<file path="config.mk">
export PLATFORM = sky130hd
export DESIGN_NAME = div_job_sequencer
export DESIGN_NICKNAME = d
export VERILOG_FILES = /design/src/rtl/div_seq_pkg.sv /design/src/rtl/div_job_fifo.sv /design/src/rtl/div_job_sequencer.sv
export SDC_FILE = /design/constraint.sdc
export NUM_CORES = 1
export LEC_CHECK = 0
export BUFFER_PORTS_ARGS = -buffer_cell sky130_fd_sc_hd__buf_4
export CAP_MARGIN = 25
export CORE_ASPECT_RATIO = 1.1
export CORE_MARGIN = 4
export CORE_UTILIZATION = 61
export CTS_CLUSTER_DIAMETER = 100
export DETAILED_ROUTE_END_ITERATION = 6
export PLACE_DENSITY = 0.83
export SLEW_MARGIN = 5
export SYNTH_ARGS = -nofsm -noshare
export SYNTH_HDL_FRONTEND = slang
export SYNTH_SLANG_ARGS = --single-unit
</file>
<file path="constraint.sdc">
create_clock -name CLK -period 5.07 [get_ports CLK]
set_input_delay 0.7605 -clock CLK [delete_from_list [all_inputs] [get_ports CLK]]
set_output_delay 0.7605 -clock CLK [all_outputs]
set_load 0.03 [all_outputs]
</file>
<file path="src/rtl/div_seq_pkg.sv">
// Shared types and defaults for the divider job sequencer.
// Latency: n/a (types and constants only).
// Backpressure: n/a.
package div_seq_pkg;

   typedef enum logic [1:0] {
      IDLE  = 2'b00,
      ISSUE = 2'b01,
      WAIT  = 2'b10,
      HOLD  = 2'b11
   } seq_state_t;

   typedef enum logic [1:0] {
      ERR_OK      = 2'b00,
      ERR_DIV0    = 2'b01,
      ERR_TIMEOUT = 2'b10
   } div_err_t;

   localparam int DEFAULT_WIDTH = 32;

   // Divider needs about 2*WIDTH cycles; the extra 8 is slack before declaring it hung.
   function automatic int default_timeout(input int width);
      return 2 * width + 8;
   endfunction

endpackage

</file>
<file path="src/rtl/div_job_fifo.sv">
// Synchronous job FIFO holding {tag, den, num} words.
// Latency: a pushed word is visible at dout the cycle after the push.
// Backpressure: push ignored when full, pop ignored when empty; full comes from the registered count only.
// Ports: CLK/RSTa clock and async active-low reset; push/din write side; pop/dout read side;
//        full/empty/count occupancy status.
module div_job_fifo
   import div_seq_pkg::*;
#(
   parameter int DW    = 8,
   parameter int DEPTH = 4
) (
   input  logic                       CLK,
   input  logic                       RSTa,
   input  logic                       push,
   input  logic [DW-1:0]              din,
   input  logic                       pop,
   output logic [DW-1:0]              dout,
   output logic                       full,
   output logic                       empty,
   output logic [$clog2(DEPTH):0]     count
);

   localparam int PW = $clog2(DEPTH);
   localparam int CW = PW + 1;

   logic [DW-1:0] mem [DEPTH];
   logic [PW-1:0] wr_ptr;
   logic [PW-1:0] rd_ptr;
   logic          do_push;
   logic          do_pop;

   assign full    = (count == CW'(DEPTH));
   assign empty   = (count == '0);
   assign do_push = push && !full;
   assign do_pop  = pop && !empty;
   assign dout    = mem[rd_ptr];

   // Storage carries no reset; only the pointers and count define validity.
   always_ff @(posedge CLK) begin
      if (do_push) begin
         mem[wr_ptr] <= din;
      end
   end

   // DEPTH is a power of two, so the pointers wrap naturally.
   always_ff @(posedge CLK or negedge RSTa) begin
      if (!RSTa) begin
         wr_ptr <= '0;
         rd_ptr <= '0;
         count  <= '0;
      end else begin
         if (do_push) wr_ptr <= wr_ptr + PW'(1);
         if (do_pop)  rd_ptr <= rd_ptr + PW'(1);
         case ({do_push, do_pop})
            2'b10:   count <= count + CW'(1);
            2'b01:   count <= count - CW'(1);
            default: count <= count;
         endcase
      end
   end

endmodule

</file>
<file path="src/rtl/div_job_sequencer.sv">
// Feeds queued divide jobs to the multi-cycle divider one at a time and returns tagged results.
// Latency: push into an empty idle block -> pop next cycle -> div_start the cycle after; out_valid the cycle after div_done.
// Backpressure: in_ready = FIFO not full; a result is held on the output until out_ready, and no new job issues meanwhile.
// Ports: CLK/RSTa; in_* job input (valid/ready); div_* divider interface; out_* result output (valid/ready); busy.
module div_job_sequencer
   import div_seq_pkg::*;
#(
   parameter int WIDTH   = DEFAULT_WIDTH,
   parameter int DEPTH   = 4,
   parameter int TAG_W   = 4,
   parameter int TIMEOUT = default_timeout(WIDTH)
) (
   input  logic             CLK,
   input  logic             RSTa,
   input  logic             in_valid,
   output logic             in_ready,
   input  logic [WIDTH-1:0] in_num,
   input  logic [WIDTH-1:0] in_den,
   input  logic [TAG_W-1:0] in_tag,
   output logic             div_start,
   output logic [WIDTH-1:0] div_num,
   output logic [WIDTH-1:0] div_den,
   input  logic [WIDTH-1:0] div_coc,
   input  logic [WIDTH-1:0] div_res,
   input  logic             div_done,
   output logic             out_valid,
   input  logic             out_ready,
   output logic [WIDTH-1:0] out_coc,
   output logic [WIDTH-1:0] out_res,
   output logic [TAG_W-1:0] out_tag,
   output logic [1:0]       out_err,
   output logic             busy
);

   localparam int FW = TAG_W + 2 * WIDTH;
   localparam int TW = $clog2(TIMEOUT + 1);

   seq_state_t             state;
   logic [WIDTH-1:0]       op_num;
   logic [WIDTH-1:0]       op_den;
   logic [TAG_W-1:0]       op_tag;
   logic [TW-1:0]          timer;

   logic [FW-1:0]          fifo_dout;
   logic                   fifo_full;
   logic                   fifo_empty;
   logic [$clog2(DEPTH):0] fifo_count;
   logic                   fifo_push;
   logic                   fifo_pop;
   logic [WIDTH-1:0]       head_num;
   logic [WIDTH-1:0]       head_den;
   logic [TAG_W-1:0]       head_tag;

   assign fifo_push = in_valid && !fifo_full;
   assign fifo_pop  = (state == IDLE) && !fifo_empty;
   assign in_ready  = !fifo_full;
   assign head_num  = fifo_dout[WIDTH-1:0];
   assign head_den  = fifo_dout[2*WIDTH-1:WIDTH];
   assign head_tag  = fifo_dout[FW-1:2*WIDTH];
   assign div_num   = op_num;
   assign div_den   = op_den;
   assign busy      = (state != IDLE) || (fifo_count != '0);

   div_job_fifo #(
      .DW    (FW),
      .DEPTH (DEPTH)
   ) u_fifo (
      .CLK   (CLK),
      .RSTa  (RSTa),
      .push  (fifo_push),
      .din   ({in_tag, in_den, in_num}),
      .pop   (fifo_pop),
      .dout  (fifo_dout),
      .full  (fifo_full),
      .empty (fifo_empty),
      .count (fifo_count)
   );

   always_ff @(posedge CLK or negedge RSTa) begin
      if (!RSTa) begin
         state     <= IDLE;
         op_num    <= '0;
         op_den    <= '0;
         op_tag    <= '0;
         timer     <= '0;
         div_start <= 1'b0;
         out_valid <= 1'b0;
         out_coc   <= '0;
         out_res   <= '0;
         out_tag   <= '0;
         out_err   <= ERR_OK;
      end else begin
         div_start <= 1'b0;
         case (state)
            IDLE: begin
               if (!fifo_empty) begin
                  op_num <= head_num;
                  op_den <= head_den;
                  op_tag <= head_tag;
                  // Zero divisor never reaches the divider; answer it locally.
                  if (head_den == '0) begin
                     out_valid <= 1'b1;
                     out_coc   <= '1;
                     out_res   <= head_num;
                     out_tag   <= head_tag;
                     out_err   <= ERR_DIV0;
                     state     <= HOLD;
                  end else begin
                     // Registered start, so it is high exactly while in ISSUE.
                     div_start <= 1'b1;
                     state     <= ISSUE;
                  end
               end
            end
            ISSUE: begin
               timer <= '0;
               state <= WAIT;
            end
            WAIT: begin
               timer <= timer + TW'(1);
               // Done is checked first so it wins over a coincident timeout.
               if (div_done) begin
                  out_valid <= 1'b1;
                  out_coc   <= div_coc;
                  out_res   <= div_res;
                  out_tag   <= op_tag;
                  out_err   <= ERR_OK;
                  state     <= HOLD;
               end else if (timer == TW'(TIMEOUT - 1)) begin
                  out_valid <= 1'b1;
                  out_coc   <= '0;
                  out_res   <= '0;
                  out_tag   <= op_tag;
                  out_err   <= ERR_TIMEOUT;
                  state     <= HOLD;
               end
            end
            HOLD: begin
               if (out_ready) begin
                  out_valid <= 1'b0;
                  state     <= IDLE;
               end
            end
            default: state <= IDLE;
         endcase
      end
   end

endmodule
</file>
### Yosys cells after proc, flatten, opt, wreduce, memory -nomap -nowiden

Memory sizes are Yosys's and may differ from the RTL's.
Cells that the tools add are included.

* bits in registers: 156
* bits in latches: 0
* bits in writable memories: 272
* ROM bits: 0
* bits of input ports: 137
* memories kept: 1

Memory list
* u_fifo.mem: words 4, width 68, rd ports 1, clocked after Yosys merged registers in 0, write ports 1, RTL line div_job_fifo.sv:26 `logic [DW-1:0] mem [DEPTH];`

* $add $sub $neg: 5
* $mul: 0
* div/mod/pow operators: 0
* order comparisons: 0
* equal/unequal tests: 11
* shift-type cells: 0
* muxes and demuxes: 38
* bitwise gates (word level): 1
* reductions and logical operators: 20

Operator list (number)
* 32-bit two-way mux: 7
* 32-bit one-hot mux with 2 select lines: 2
* 32-bit zero test: 1
* 2-bit two-way mux: 9
* 4-bit two-way mux: 4
* 7-bit one-hot mux with 2 select lines: 1
* 1-bit two-way mux: 10
* 2-bit one-hot mux with 4 select lines: 1
* 4-bit one-hot mux with 2 select lines: 1
* 2-bit nonzero test: 4
* 7-bit by 1-bit adder with 7-bit output, second input constant: 1
* 7-bit == test, second input constant: 1
* 2-bit == test, second input constant: 3
* 3-bit one-hot mux with 2 select lines: 1
* 3-bit nonzero test: 2
* 5-bit AND reduction: 1
* 2-bit by 1-bit adder with 2-bit output, second input constant: 2
* 2-bit by 1-bit == test with 1-bit output, second input constant: 2
* 1-bit logical AND: 4
* 2-bit inequality test, second input constant: 2
* 2-bit one-hot mux with 2 select lines: 1
* 4-bit AND reduction: 1
* 3-bit by 1-bit adder with 3-bit output, second input constant: 1
* 3-bit == test, second input constant: 1
* other kinds (11): 12

### Depth between registers and ports, before layout

* depth after elaboration: 6
* mapped depth: 11
* mapped depth without buffers: 10

### Modules after synthesis

From an unflattened synthesis, not the netlist that was laid out.

* cells, all modules: 1006
* area, all modules: 16692.3 um2

Modules (own cells, without submodules)
* div_job_fifo: instances 1, cells each 393, area each 10314.9 um2, seq. area each 8343.0 um2
* div_job_sequencer: instances 1, cells each 613, area each 6377.4 um2, seq. area each 3728.6 um2

### Least setup slack after synthesis

No wires, ideal clock.

* path kind: reg-to-reg
* start point: register u_fifo.count[0]
* end point: memory u_fifo.mem[0][0] (netlist name) (enable)
* library setup time: 0.434 ns
* arrival time: 2.482 ns
* slack: 2.154 ns
* cell stages (with the launch flop): 4
* clock period less this slack: 2.916 ns
* cell sequence: dfrtp_1 > inv_1 > nand3_1 > and3_1

* longest elaborated chain between the ends: 6

RTL lines
* from (decl): RTL line div_job_fifo.sv:20 `output logic [$clog2(DEPTH):0] count`
* from (signal assigned): RTL line div_job_fifo.sv:55 `2'b10: count <= count + CW'(1);`
* from (signal assigned): RTL line div_job_fifo.sv:56 `2'b01: count <= count - CW'(1);`
* from (signal assigned): RTL line div_job_fifo.sv:57 `default: count <= count;`
* 3-bit == test (*): RTL line div_job_fifo.sv:32 `assign full = (count == CW'(DEPTH));`
* 1-bit zero test (*)
* via in_ready: RTL line div_job_sequencer.sv:16 `output logic in_ready,`
* 1-bit logical AND: RTL line div_job_sequencer.sv:54 `assign fifo_push = in_valid && !fifo_full;`
* 1-bit logical AND (*): RTL line div_job_fifo.sv:34 `assign do_push = push && !full;`
* 1-bit two-way mux (*): RTL line div_job_fifo.sv:40 `if (do_push) begin`
* 1-bit two-way mux (not written as such) (*): RTL line div_job_fifo.sv:41 `mem[wr_ptr] <= din;`
* to (decl): RTL line div_job_fifo.sv:26

Mark *: on every way through the listed nets, which the timed path passes. The rest lies on a longest branch.

### Worst setup path after layout

* start point: register u_fifo.rd_ptr[0]
* end point: register out_coc[18]

* longest elaborated chain between the ends: 4

RTL lines
* from (decl): RTL line div_job_fifo.sv:28 `logic [PW-1:0] rd_ptr;`
* from (signal assigned): RTL line div_job_fifo.sv:53 `if (do_pop) rd_ptr <= rd_ptr + PW'(1);`
* memory read 4 x 68 bit
* 32-bit zero test: RTL line div_job_sequencer.sv:101 `if (head_den == '0) begin`
* 2-bit by 1-bit inequality test with 1-bit output (no source line)
* 4-bit AND reduction (no source line)
* to (signal assigned): RTL line div_job_sequencer.sv:124 `out_coc <= div_coc;`
* to (decl): RTL line div_job_sequencer.sv:28 `output logic [WIDTH-1:0] out_coc,`

No other way between the ends.
A chain may end at the register's enable or synchronous reset.

==> impl_metrics.py <==
metrics = {
    "synth": {
        "synth_area_um2": 17390,
        "synth_commonest_cells": "272 x edfxtp_1, 156 x dfrtp_1, 89 x nand2_1",
        "yosys.area.top_type": "edfxtp_1",
        "yosysSeqAreaShare_pct": 69.44,
        "async_reset_ff_share_pct": 36.45,
        "yosysTopAreaCellShare_pct": 46.98,
        "synth_area_leaders": "edfxtp_1 47%, dfrtp_1 22%, mux4_2 8.8%",
        "ys_types": 46,
        "avgSynthCellArea_um2": 16.93,
        "ys.flop_type": "edfxtp_1",
        "ys_warn_count": 0,
        "synth_most_common_cell": "edfxtp_1",
        "syn_inst": 1027,
        "synth_seq_cells": 428,
        "synth_nets": 1176,
        "synth_enable_flop_cells": 272,
    },
    "worst_setup_path": {
        "critPathMaxStageDelay_ps": 790,
        "required_ps": 5510,
        "path_cells": "buf_4 > mux4_2 > nor4_1 > nand2_1 > o41a_2 > buf_4 > nor3_4 > buf_4 > a2bb2oi_1",
        "critical_path.n_buffers_inverters": 3,
        "cp_top_family": "buffers and inverters",
        "cp_common_cell": "buf_4",
        "arrival_ps": 4460,
        "cp-start-kind": "register",
        "worst-setup-path-type": "reg2reg",
        "cp-end-kind": "register",
        "cp_slowest_cell": "dfrtp_4",
        "path_max_fanout": 39,
    },
    "power": {
        "combinationalPowerShare_pct": 42.5,
        "p_int_mw": 9.218,
        "pwr-share-seq_pct": 37.8,
        "power.switching_mw": 5.453,
        "swShare_pct": 37.17,
        "p_clk_share_pct": 19.7,
        "ir_drop_mv": 0.5139,
        "power.density_nw_per_um2": 696.0,
        "power_leakage_nw": 8.128,
    },
    "clock_tree": {
        "h-tree-depth": 2,
        "clkLatencyLatePin_ps": 540,
        "postCtsSetupBuffers": 0,
        "cts-resized-gates": 0,
        "cts.hold.buffers_added": 0,
        "root_buffer": "clkbuf_16",
        "cts_buffer_depth": 3,
        "clk_pin_slew_ps": 60,
        "cts.sinks": 428,
        "cts_tree": "done",
        "cts_buffers": 42,
    },
    "flow_run": {
        "max_cap_violations": 0,
    },
    "layout": {
        "areaGrowthSynthToFinish_pct": 21.25,
        "final_nets": 1444,
        "finish.utilization_pct": 75.43,
        "stdcell_area_um2": 21080,
        "drive_above_1_share_pct": 40.08,
        "nFillCells": 1625,
        "seqCellArea_um2": 12080,
        "multi_input_area_um2": 4961,
    },
    "floorplan": {
        "die_w_um": 169.0,
        "die_height_um": 185.1,
        "die-area_um2": 31270,
        "fp-row-count": 64,
        "initial_core_util_pct": 62.21,
        "design.core.area_um2": 27950,
        "io_pins": 275,
    },
    "place": {
        "port_buffers": 274,
        "dpl_worst_slack_ps": 990.3,
        "gp_congestion": 0.8072,
        "place_area_um2": 19800,
        "dp_hpwl_um": 26150,
    },
    "timing": {
        "setup_ws_ps": 1052,
        "hold_slack_ps": 254.5,
        "rsz0062_at_grt": "no",
        "finalCritPeriodShare_pct": 79.24,
        "fmax_ghz": 0.2489,
        "tightest_slew_ps": 971.1,
        "finClkSkew_ps": 21.13,
        "finalHoldViolations": 0,
        "finalSetupViolations": 0,
        "finalSetupTns_ps": 0,
        "slew_headroom_pct": 35.19,
        "drv_slew": 0,
        "fin_crit_ps": 4018,
    },
    "routing": {
        "vias_per_cell": 6.258,
        "drcViolationCount": 0,
        "dr.pass1.iters": 6,
        "vias": 10580,
        "routed_wl_um": 40690,
        "antenna_left": 0,
        "wl_per_cell_um": 24.07,
        "drt_iter0_drc": 1177,
    },
    "min_path": {
        "min_path_type": "in2async",
    },
    "global_route": {
        "grt_pass1_vias": 10970,
        "grt_start_max_net_pins": 74,
        "overflow": 0,
        "antenna_found_initial": 3,
        "grt_pass1_wl_um": 62790,
        "grt_usage_pct": 25.96,
    },
    "run_status": {
        "status": "complete, no violations",
    },
}
[final cells by class]
cell class | count | area share, %
timing repair buffer | 293 | 10.67
clock inverter | 15 | 0.5461
tap | 363 | 2.155
clock buffer | 59 | 5.479
antenna | 2 | 0.02374
sequential | 428 | 57.30
multi-input combinational | 514 | 23.54
inverter | 16 | 0.2909
[path summary, 6_finish.rpt]
check	start	end	slack, ps	cells past startpoint
setup / recovery	u_fifo.rd_ptr[0]	out_coc[18]	1050	9
hold / removal	RSTa	div_num[19]	250	1
setup reg to reg	u_fifo.rd_ptr[0]	out_coc[18]	1050	9
hold reg to reg	div_num[1]	div_num[1]	510	1
max in group asynchronous	RSTa	out_coc[29]	3650	2
min in group CLK	in_tag[3]	u_fifo.mem[1][67]	420	1
[state kept, by name (all words and copies together), names as in the netlist]
signal and count:
out_res 32, u_fifo.mem 272, out_coc 32, div_start 1
u_fifo.rd_ptr 2, div_num 32, u_fifo.count 3, out_tag 4
out_valid 1, div_den 32, timer 7, op_tag 4
state 2, out_err 2, u_fifo.wr_ptr 2
[per-layer routing]
metal	vias up	share of wire [%]	GRT usage, %
met1	5369	38	34.98
met4	4	2.6	7.273
met2	514	51	43.60
met5	-	0.081	0
met3	85	8.5	5.678
li1	4604	-	-
[per-stage QoR]
| step | power [mW] | instances |
|---|---|---|
| after floorplan | 9.799 | 1027 |
| after global placement | 11.58 | 1611 |
| after detailed placement | 11.84 | 1614 |
| after CTS | 14.77 | 1688 |
| after global routing | 15.39 | 1689 |
| final | 14.67 | 1690 |
[placed cells by master, fill, tap and decap left out, drive strengths merged, types with 6 or more instances in the layout]
cell type  instances
clkinv            12
nor2               8
edfxtp           272
a211o             36
nor4               8
buf              293
a22oi             64
ha                11
dfrtp            156
mux2              68
clkbuf            59
o21ai             46
nand3              6
a2bb2oi           36
nand2             89
mux4              68
nor3              37
inv               18
[kinds of logic after synthesis]
family	synth area share [%]
AOI/OAI and AO/OA	9.421
xor gates and xnor gates	0.4030
adders and majority gates	0.9068
buffers and inverters	2.260
DFF	69.44
muxes	13.33
and+or+nand+nor	4.246
[power groups by stage]
stage / Combinational [mW] / Clock [mW] / Sequential (mW)
finish: 6.23 / 2.89 / 5.55
global route: 6.64 / 3.09 / 5.66
CTS: 6.27 / 2.94 / 5.56
detailed placement: 6.23 / 0 / 5.61
global placement: 6.02 / 0 / 5.56
floorplan: 3.42 / 0 / 6.38
Power figures use the tool's default switching activity.
